==> config.mk <==
export PLATFORM = sky130hd
export DESIGN_NAME = pipe_scheduler
export DESIGN_NICKNAME = d
export VERILOG_FILES = /design/src/rtl/pipe_scheduler.sv
export SDC_FILE = /design/constraint.sdc
export NUM_CORES = 1
export LEC_CHECK = 0
export ABC_CLOCK_PERIOD_IN_PS = 2500
export CAP_MARGIN = 10
export CORE_UTILIZATION = 64
export CTS_CLUSTER_DIAMETER = 60
export CTS_CLUSTER_SIZE = 25
export DETAILED_ROUTE_END_ITERATION = 10
export DONT_BUFFER_PORTS = 1
export PLACE_DENSITY = 0.82
export RECOVER_POWER = 25
export SLEW_MARGIN = 20
export SYNTH_ARGS = -nofsm -noshare
export SYNTH_HDL_FRONTEND = slang
export SYNTH_SLANG_ARGS = --single-unit
export TNS_END_PERCENT = 30
==> constraint.sdc <==
create_clock -name clk -period 2.5 [get_ports clk]
set_clock_uncertainty 0.05 [all_clocks]
set_input_delay 0.5 -clock clk [delete_from_list [all_inputs] [get_ports clk]]
set_output_delay 0.5 -clock clk [all_outputs]
set_load 0.03 [all_outputs]
==> src/rtl/pipe_scheduler.sv <==
// pipe_scheduler: sequences pipe generation for the scrolling playfield.
// Every consumed scroll tick emits one column to the framebuffer shifter:
// SPACING empty columns, then PIPE_W pipe columns with a GAP_H-row gap whose
// top row is rand_val + GAP_OFS, latched in a one-cycle LOAD state.
//
// Ports:
//   clk          system clock
//   reset        asynchronous active-low reset
//   enable       game running; low forces IDLE
//   tick         one-cycle scroll-step pulse
//   rand_val     current 3-bit pseudo-random value
//   col_ready    downstream accepts column
//   col_out      column pattern (bit 0 = top row, 1 = pipe pixel)
//   col_valid    col_out valid
//   rand_adv     one-cycle strobe advancing the random generator
//   pipe_spawned one-cycle pulse when a new gap is latched
//   overrun      sticky: a tick was lost
//
// Optional feature (macro PIPE_SCHED_SCORE_EN): adds score_pulse, a pulse on
// the handshake of each pipe's last column, and pipe_count, a saturating
// 8-bit count of those pulses that survives enable low.
module pipe_scheduler #(
    parameter int unsigned ROWS    = 16,
    parameter int unsigned GAP_H   = 4,
    parameter int unsigned GAP_OFS = 4,
    parameter int unsigned PIPE_W  = 2,
    parameter int unsigned SPACING = 6
) (
    input  logic            clk,
    input  logic            reset,
    input  logic            enable,
    input  logic            tick,
    input  logic [2:0]      rand_val,
    input  logic            col_ready,
    output logic [ROWS-1:0] col_out,
    output logic            col_valid,
    output logic            rand_adv,
    output logic            pipe_spawned,
`ifdef PIPE_SCHED_SCORE_EN
    output logic            score_pulse,
    output logic [7:0]      pipe_count,
`endif
    output logic            overrun
);

    localparam int unsigned GW   = $clog2(ROWS);
    localparam int unsigned CMAX = (SPACING > PIPE_W) ? SPACING : PIPE_W;
    localparam int unsigned CW   = $clog2(CMAX + 1);
    localparam logic [CW-1:0] SPACING_C = CW'(SPACING);
    localparam logic [CW-1:0] PIPE_C    = CW'(PIPE_W);
    localparam logic [CW-1:0] ONE_C     = CW'(1);

    typedef enum logic [1:0] {IDLE, SPACE, LOAD, PIPE} state_t;

    state_t          state_q, state_d;
    logic [CW-1:0]   cnt_q, cnt_d;
    logic [GW-1:0]   gap_q, gap_d;
    logic            pend_q, pend_d;
    logic [ROWS-1:0] col_q, col_d;
    logic            valid_q, valid_d;
    logic            adv_q, adv_d;
    logic            spawn_q, spawn_d;
    logic            ovr_q, ovr_d;
    logic            consume;
    logic            handshake;

    // All ones except the GAP_H rows starting at top.
    function automatic logic [ROWS-1:0] pipe_pattern(input logic [GW-1:0] top);
        logic [ROWS-1:0] p;
        p = '1;
        for (int unsigned r = 0; r < ROWS; r++) begin
            p[r] = (r < 32'(top)) || (r >= 32'(top) + GAP_H);
        end
        return p;
    endfunction

    always_comb begin
        state_d   = state_q;
        cnt_d     = cnt_q;
        gap_d     = gap_q;
        col_d     = col_q;
        valid_d   = valid_q;
        adv_d     = 1'b0;
        spawn_d   = 1'b0;
        ovr_d     = ovr_q;

        handshake = valid_q & col_ready;
        // A pending tick may only be turned into a column in SPACE/PIPE and
        // only when the output register is free or being emptied this edge.
        consume   = pend_q && (state_q == SPACE || state_q == PIPE) &&
                    (!valid_q || col_ready);
        pend_d    = consume ? tick : (pend_q | tick);
        if (tick && pend_q && !consume) begin
            ovr_d = 1'b1;
        end
        if (handshake) begin
            valid_d = 1'b0;
        end

        case (state_q)
            IDLE: begin
                state_d = SPACE;
                cnt_d   = SPACING_C;
            end
            SPACE: begin
                if (consume) begin
                    col_d   = '0;
                    valid_d = 1'b1;
                    cnt_d   = cnt_q - ONE_C;
                    if (cnt_q == ONE_C) begin
                        // Registered strobes line up with the LOAD cycle.
                        state_d = LOAD;
                        adv_d   = 1'b1;
                        spawn_d = 1'b1;
                    end
                end
            end
            LOAD: begin
                gap_d   = GW'(rand_val) + GW'(GAP_OFS);
                state_d = PIPE;
                cnt_d   = PIPE_C;
            end
            PIPE: begin
                if (consume) begin
                    col_d   = pipe_pattern(gap_q);
                    valid_d = 1'b1;
                    cnt_d   = cnt_q - ONE_C;
                    if (cnt_q == ONE_C) begin
                        state_d = SPACE;
                        cnt_d   = SPACING_C;
                    end
                end
            end
            default: state_d = IDLE;
        endcase

        if (!enable) begin
            state_d = IDLE;
            valid_d = 1'b0;
            pend_d  = 1'b0;
            adv_d   = 1'b0;
            spawn_d = 1'b0;
            ovr_d   = ovr_q;
        end
    end

    always_ff @(posedge clk or negedge reset) begin
        if (!reset) begin
            state_q <= IDLE;
            cnt_q   <= '0;
            gap_q   <= '0;
            pend_q  <= 1'b0;
            col_q   <= '0;
            valid_q <= 1'b0;
            adv_q   <= 1'b0;
            spawn_q <= 1'b0;
            ovr_q   <= 1'b0;
        end else begin
            state_q <= state_d;
            cnt_q   <= cnt_d;
            gap_q   <= gap_d;
            pend_q  <= pend_d;
            col_q   <= col_d;
            valid_q <= valid_d;
            adv_q   <= adv_d;
            spawn_q <= spawn_d;
            ovr_q   <= ovr_d;
        end
    end

    assign col_out      = col_q;
    assign col_valid    = valid_q;
    assign rand_adv     = adv_q;
    assign pipe_spawned = spawn_q;
    assign overrun      = ovr_q;

`ifdef PIPE_SCHED_SCORE_EN
    // last_q marks that the column currently held is a pipe's final column.
    logic       last_q, last_d;
    logic       score_q, score_d;
    logic [7:0] count_q, count_d;

    always_comb begin
        last_d  = last_q;
        if (consume) begin
            last_d = (state_q == PIPE) && (cnt_q == ONE_C);
        end
        score_d = handshake && last_q;
        count_d = count_q;
        if (score_d && count_q != 8'hFF) begin
            count_d = count_q + 8'd1;
        end
    end

    always_ff @(posedge clk or negedge reset) begin
        if (!reset) begin
            last_q  <= 1'b0;
            score_q <= 1'b0;
            count_q <= '0;
        end else begin
            last_q  <= last_d;
            score_q <= score_d;
            count_q <= count_d;
        end
    end

    assign score_pulse = score_q;
    assign pipe_count  = count_q;
`endif

endmodule

Yosys cells after proc, flatten, opt, wreduce, memory -nomap -nowiden --
Cells that the tools add are included.
Operators by class: order comparisons 31, shift operators 0, div/mod/pow operators 0, multiplexer cells 23, multiply operators 0, reduce and logical (&&, ||, !) cells 30, add/sub/neg operators 3, eq/ne operators 10, bitwise operators 2
Operators by type and width (number):
- >= comparator 4 x 32 -> 1 bit, first input constant | 7
- >= comparator 3 x 32 -> 1 bit, first input constant | 4
- >= comparator 1 x 32 -> 1 bit, first input constant | 2
- >= comparator 2 x 32 -> 1 bit, first input constant | 2
- two-way mux 16 bit | 2
- case mux 16 bit (2 select lines) | 1
- less-than comparator 4 bit, first input constant | 7
- logical OR 1 bit | 17
- less-than comparator 3 x 4 -> 1 bit, first input constant | 4
- case mux 3 bit (4 select lines) | 1
- two-way mux 1 bit | 10
- two-way mux 2 bit | 5
- two-way mux 3 bit | 3
- less-than comparator 1 x 4 -> 1 bit, first input constant | 2
- less-than comparator 2 x 4 -> 1 bit, first input constant | 2
- case mux 2 bit (4 select lines) | 1
- != test 3 x 2 -> 1 bit, second input constant | 2
- != test 3 bit, second input constant | 2
- adder 4 x 3 -> 5 bit, second input constant | 1
- >= comparator 4 x 5 -> 1 bit, first input constant | 1
- adder 3 x 3 -> 4 bit, second input constant | 1
- equality test 2 bit, second input constant | 2
- logical AND 1 bit | 4
- != test 2 bit, second input constant | 2
- 12 further kinds | 14
Word-level totals: bits in latches 0, flip-flop bits (word level) 29, bits in writable memories 0, input port bits 8, logic and storage cells 107, bits in read-only memories 0, output and inout port bits 20, memories 0

Longest topological paths before layout --
depth after elaboration 7, gate-level depth with buffers 7, depth with buffers taken out 6

Worst setup path before layout --
No wires, ideal clock.
path kind flip-flop to flip-flop, start point register gap_q[2], end point register col_q[9], in the netlist col_out[9], arrival time 1.422 ns, cell stages (with the launch flop) 6, setup slack 0.904 ns, clock period less this slack 1.596 ns, library setup time 0.124 ns, data required time 2.326 ns, path buffers 0, path through dfrtp_1 -> inv_1 -> ha_1 -> and4_1 -> o211a_1 -> a211o_1
Between the ends: longest elaborated chain between the ends 5, elaborated cells between the ends (all ways) 6, those cells by class add/sub: 1; order compare: 2; mux: 2; reduce/logical: 1
RTL lines:
- start, declared | RTL line 57 | logic [GW-1:0] gap_q, gap_d;
- start signal, assigned | RTL line 161 | gap_q <= gap_d;
- adder 4 x 3 -> 5 bit | RTL line 72 | p[r] = (r < 32'(top)) || (r >= 32'(top) + GAP_H);
- >= comparator 4 x 32 -> 1 bit | RTL line 72
- logical OR 1 bit (*) | RTL line 72
- two-way mux 16 bit (*) | RTL line 124 | if (consume) begin
- case mux 16 bit (2 select lines) (*) | RTL line 100 | case (state_q)
- end signal, assigned | RTL line 163 | col_q <= col_d;
- end, declared | RTL line 59 | logic [ROWS-1:0] col_q, col_d;
Mark *: on every way between the ends. The rest lies on a longest branch, timed or not. The select of a mux whose other input is x is not followed. A chain may end at the register's enable or synchronous reset.

Final worst setup path --
Same ends and word-level chain as after synthesis.

==> results.env <==
MET3_LENGTH_UM=233
SYNTH_ASYNC_SR_FLOP_SHARE=1.00
INSERTION_DELAY_PS=340
NET_COUNT_AFTER_SYNTHESIS=182
GRT_USE_TOTAL=0.278
DIE_HEIGHT_UM=51.8
CP.REQUIRED_PS=2690
MIN_PATH_TYPE='input port to register'
WORSTMARGINPINSLEW_PS=536
POWER.SHARE.CLOCK=0.214
POWER_SWITCHING_W=0.000995
FIRST_PASS_GRT_WIRE_LENGTH_UM=5250
POWER.SHARE.COMBINATIONAL=0.338
DIEAREA_SQ_UM=2690
MAX-VDD-IR-DROP_uV=942
TIMING.CRITICAL_PATH.TO_TYPE='register'
VIAS_PER_CELL=6.28
FINAL_ANTENNA_NET_COUNT=0
FINAL_LAYOUT_SIZE_SUFFIX_GT1_FRAC=0.0854
SETUP.WORST_PATH.CLASS='register to register'
NUMCLOCKSINKS=29
DRC_ERRORS=0
FIN_NETS=184
SYNTH_TOP_AREA_CELL='sky130_fd_sc_hd__dfrtp_1'
GLOBALROUTE.TOTALOVERFLOW=0
SETUP_VIOLS_FINAL=0
FINAL-INSTANCE-COUNT-EXCL-FILL=192
MULTI_INPUT_AREA_SQ_UM=783
SLEW-LIMIT-HEADROOM=0.643
YS.FLOP_TYPE='sky130_fd_sc_hd__dfrtp_1'
FINAL.SETUP.TNS_PS=0
SYNTH_CELLS=161
POST_SYNTH_INSTANCE_AREA_SQ_UM=1590
VIA_COUNT_OF_THE_FIRST_GLOBAL_ROUTING_PASS=1194
FMAX_GHz=0.560
CP_DATA_ARRIVAL_TIME_PS=1970
HIGHEST_LAYER='met4'
VIAS=1206
DIE-WIDTH_UM=51.8
POWER_REPORT.INTERNAL_TOTAL_W=0.00127
SYNTH-SEQ-AREA-SHARE=0.456
CLOCK_INPUT_TRANSITION_AT_THE_SEQUENTIAL_CELLS_OF_THE_WORST_SETUP_AND_HOLD_PATHS_PS=100
POSTROUTEWIRELENGTH_UM=3260
NETLIST-CELL-TYPE-COUNT=37
NETLIST.AREA_LEADER.SHARE=0.456
MAX_CAP_VIOLATIONS=0
DRT-MET1-WL_UM=1340
ROOT_BUFFER='sky130_fd_sc_hd__clkbuf_4'
IOPINCOUNT=28
CTS_SETUP_BUFFERS=0
PLACEMENT.CELL_AREA_SQ_UM=1570
FIN_CRIT_SH=0.714
DP_HPWL_UM=2240
MAX-CLOCK-PATH-BUFFERS=2
FINALWORSTPATHREQUIREDPERIOD_PS=1790
IO_BUFFER_COUNT=0
PWR_DENSITY_CELL_nW_PER_UM2=1320
INITIALDRTVIOLATIONCOUNT=26
FINALMAXSLEWVIOLATIONS=0
DP.CELLS=182
SWITCHING_SHARE_OF_POWER=0.440
HOLD_VIOL_FINAL=0
POWER.SHARE.SEQUENTIAL=0.448
FINAL-SEQ-AREA_SQ_UM=726
FINALWEIGHTEDCONGESTION=0.888
P_LEAK_nW=0.820
FINAL_AREA_SQ_UM=1710
START_UTIL=0.699
GRT_SETUP_UNREPAIRED='false'
PER_CELL_ROUTED_WIRE_LENGTH_UM=17.0
YOSYS_REGISTER_BITS=29
DRT_FIRST_PASS_ITERS=5
CRITICAL_PATH_PEAK_FANOUT=8
SYNTH-EDFF-COUNT=0
SYNTHESIS.AREA_PER_INSTANCE_SQ_UM=9.88
FILLERINSTANCES=161
GRT_START_MAX_NET_PINS=30
CTS_TREE='yes'
ROUTED_LENGTH_ON_MET2_UM=1590
CTS-BUFFERS-INSERTED=5
GRT_ANTENNA_BEFORE_REPAIR=0
OUTCOME='finished, final reports clean'
H-TREE-DEPTH=2
FLOORPLAN.CORE_AREA_SQ_UM=2280
ANTENNA_CELLS=0
PLACEMENT_ROWS=17
YOSYS_WARNINGS=0
SYNTH.AREA.TOP_CELLS='sky130_fd_sc_hd__dfrtp_1 46%, sky130_fd_sc_hd__ha_1 10%, sky130_fd_sc_hd__a21oi_1 5.4%, sky130_fd_sc_hd__o21ai_0 5.0%, sky130_fd_sc_hd__nand2_1 5.0%'
STARTPOINT_TYPE='register'
AREA_GROWTH_SYN_TO_LAYOUT_PCT=7.32
## metal layers
| layer | global-route usage | vias up |
|---|---|---|
| met2 | 0.451 | 49 |
| met3 | 0.0848 | 13 |
| met4 | 0.203 | 0 |
| li1 | - | 567 |
| met5 | 0 | - |
| met1 | 0.304 | 577 |
## logic make-up (layout without fill, tap and decap cells)
group           count (synthesis)  count (layout)  synth area share
buf+inv                        15              18            0.0511
flops                          29              29             0.456
simple gates                   48              48             0.168
mux                             1               1           0.00629
fa+ha+maj                      13              13             0.102
compound gates                 55              55             0.216
## cell type report
class,instances,share of cell area
inverters,8,0.0176
flip-flops and latches,29,0.425
repair buffers,2,0.0176
well taps,28,0.0205
multi-input cells,117,0.459
clock inverters,3,0.0381
clock buffers,5,0.0220
## stage by stage
stage          utilization  setup WS [ps]  hold WS, ps  power, W
2_1_floorplan            -            904          154   0.00158
3_3_place_gp         0.692            837          155   0.00170
3_5_place_dp         0.692            720          155   0.00176
4_1_cts              0.750            727          210   0.00226
5_1_grt              0.750            609          213   0.00240
6_report             0.750            715          224   0.00226
## sequential cells by signal, indices dropped and copies added, names as in the netlist
signal	count
col_out	16
gap_q	4
cnt_q	3
state_q	2
col_valid	1
overrun	1
pend_q	1
pipe_spawned	1
## power by group through the flow
stage / logic, W / registers [W] / clock network, W
after floorplan: 0.000602 / 0.000982 / 0
after global placement: 0.000690 / 0.00101 / 0
after detailed placement: 0.000733 / 0.00102 / 0
after CTS: 0.000756 / 0.00101 / 0.000487
after global routing: 0.000853 / 0.00104 / 0.000507
final: 0.000765 / 0.00101 / 0.000483
## critical path, stage by stage, from the launching register on
cell                      delay (ps)
sky130_fd_sc_hd__dfrtp_1         480
sky130_fd_sc_hd__inv_1           160
sky130_fd_sc_hd__ha_1            370
sky130_fd_sc_hd__and4_1          180
sky130_fd_sc_hd__o211a_1         220
sky130_fd_sc_hd__a211o_1         220
## Yosys cell counts, drive strengths merged (2+ instances only)
cell type	n
a221oi	2
ha	13
a21o	4
nand3b	3
nand2	21
nand3	3
inv	8
o21a	2
a21oi	17
buf	6
a22o	2
a21boi	2
nand2b	5
nor2	5
and4	2
nor3	2
o21ai	16
a31oi	3
o22a	2
nor2b	4
dfrtp	29
## final timing paths
kind | start | to | slack, ps | cells past startpoint
min in group asynchronous | reset | col_out[10] | 540 | 2
worst max-delay path | gap_q[2] | col_out[9] | 710 | 5
worst min register to register | cnt_q[2] | cnt_q[2] | 480 | 1
worst max register to register | gap_q[2] | col_out[9] | 710 | 5
worst min-delay path | enable | pipe_spawned | 220 | 2
max in group asynchronous | reset | col_out[15] | 1700 | 2
## cell usage in the layout (no fill, tap or decap), types with 3 or more instances in the layout
master                      n
sky130_fd_sc_hd__dfrtp_1   29
sky130_fd_sc_hd__nand2_1   21
sky130_fd_sc_hd__a21oi_1   17
sky130_fd_sc_hd__o21ai_0   16
sky130_fd_sc_hd__ha_1      13
sky130_fd_sc_hd__inv_1      7
sky130_fd_sc_hd__clkbuf_4   5
sky130_fd_sc_hd__nor2b_1    4
sky130_fd_sc_hd__nor2_1     4
sky130_fd_sc_hd__nand2b_1   4
sky130_fd_sc_hd__a21o_1     4
sky130_fd_sc_hd__nand3_1    3
sky130_fd_sc_hd__a31oi_1    3
## repair_timing
action                                  CTS  global route
gates resized for setup                   0             0
hold buffers                              2             0
endpoints found under the setup margin    0             0
endpoints found under the hold margin    29             0
No activity file was read; power rests on OpenSTA's default activity.
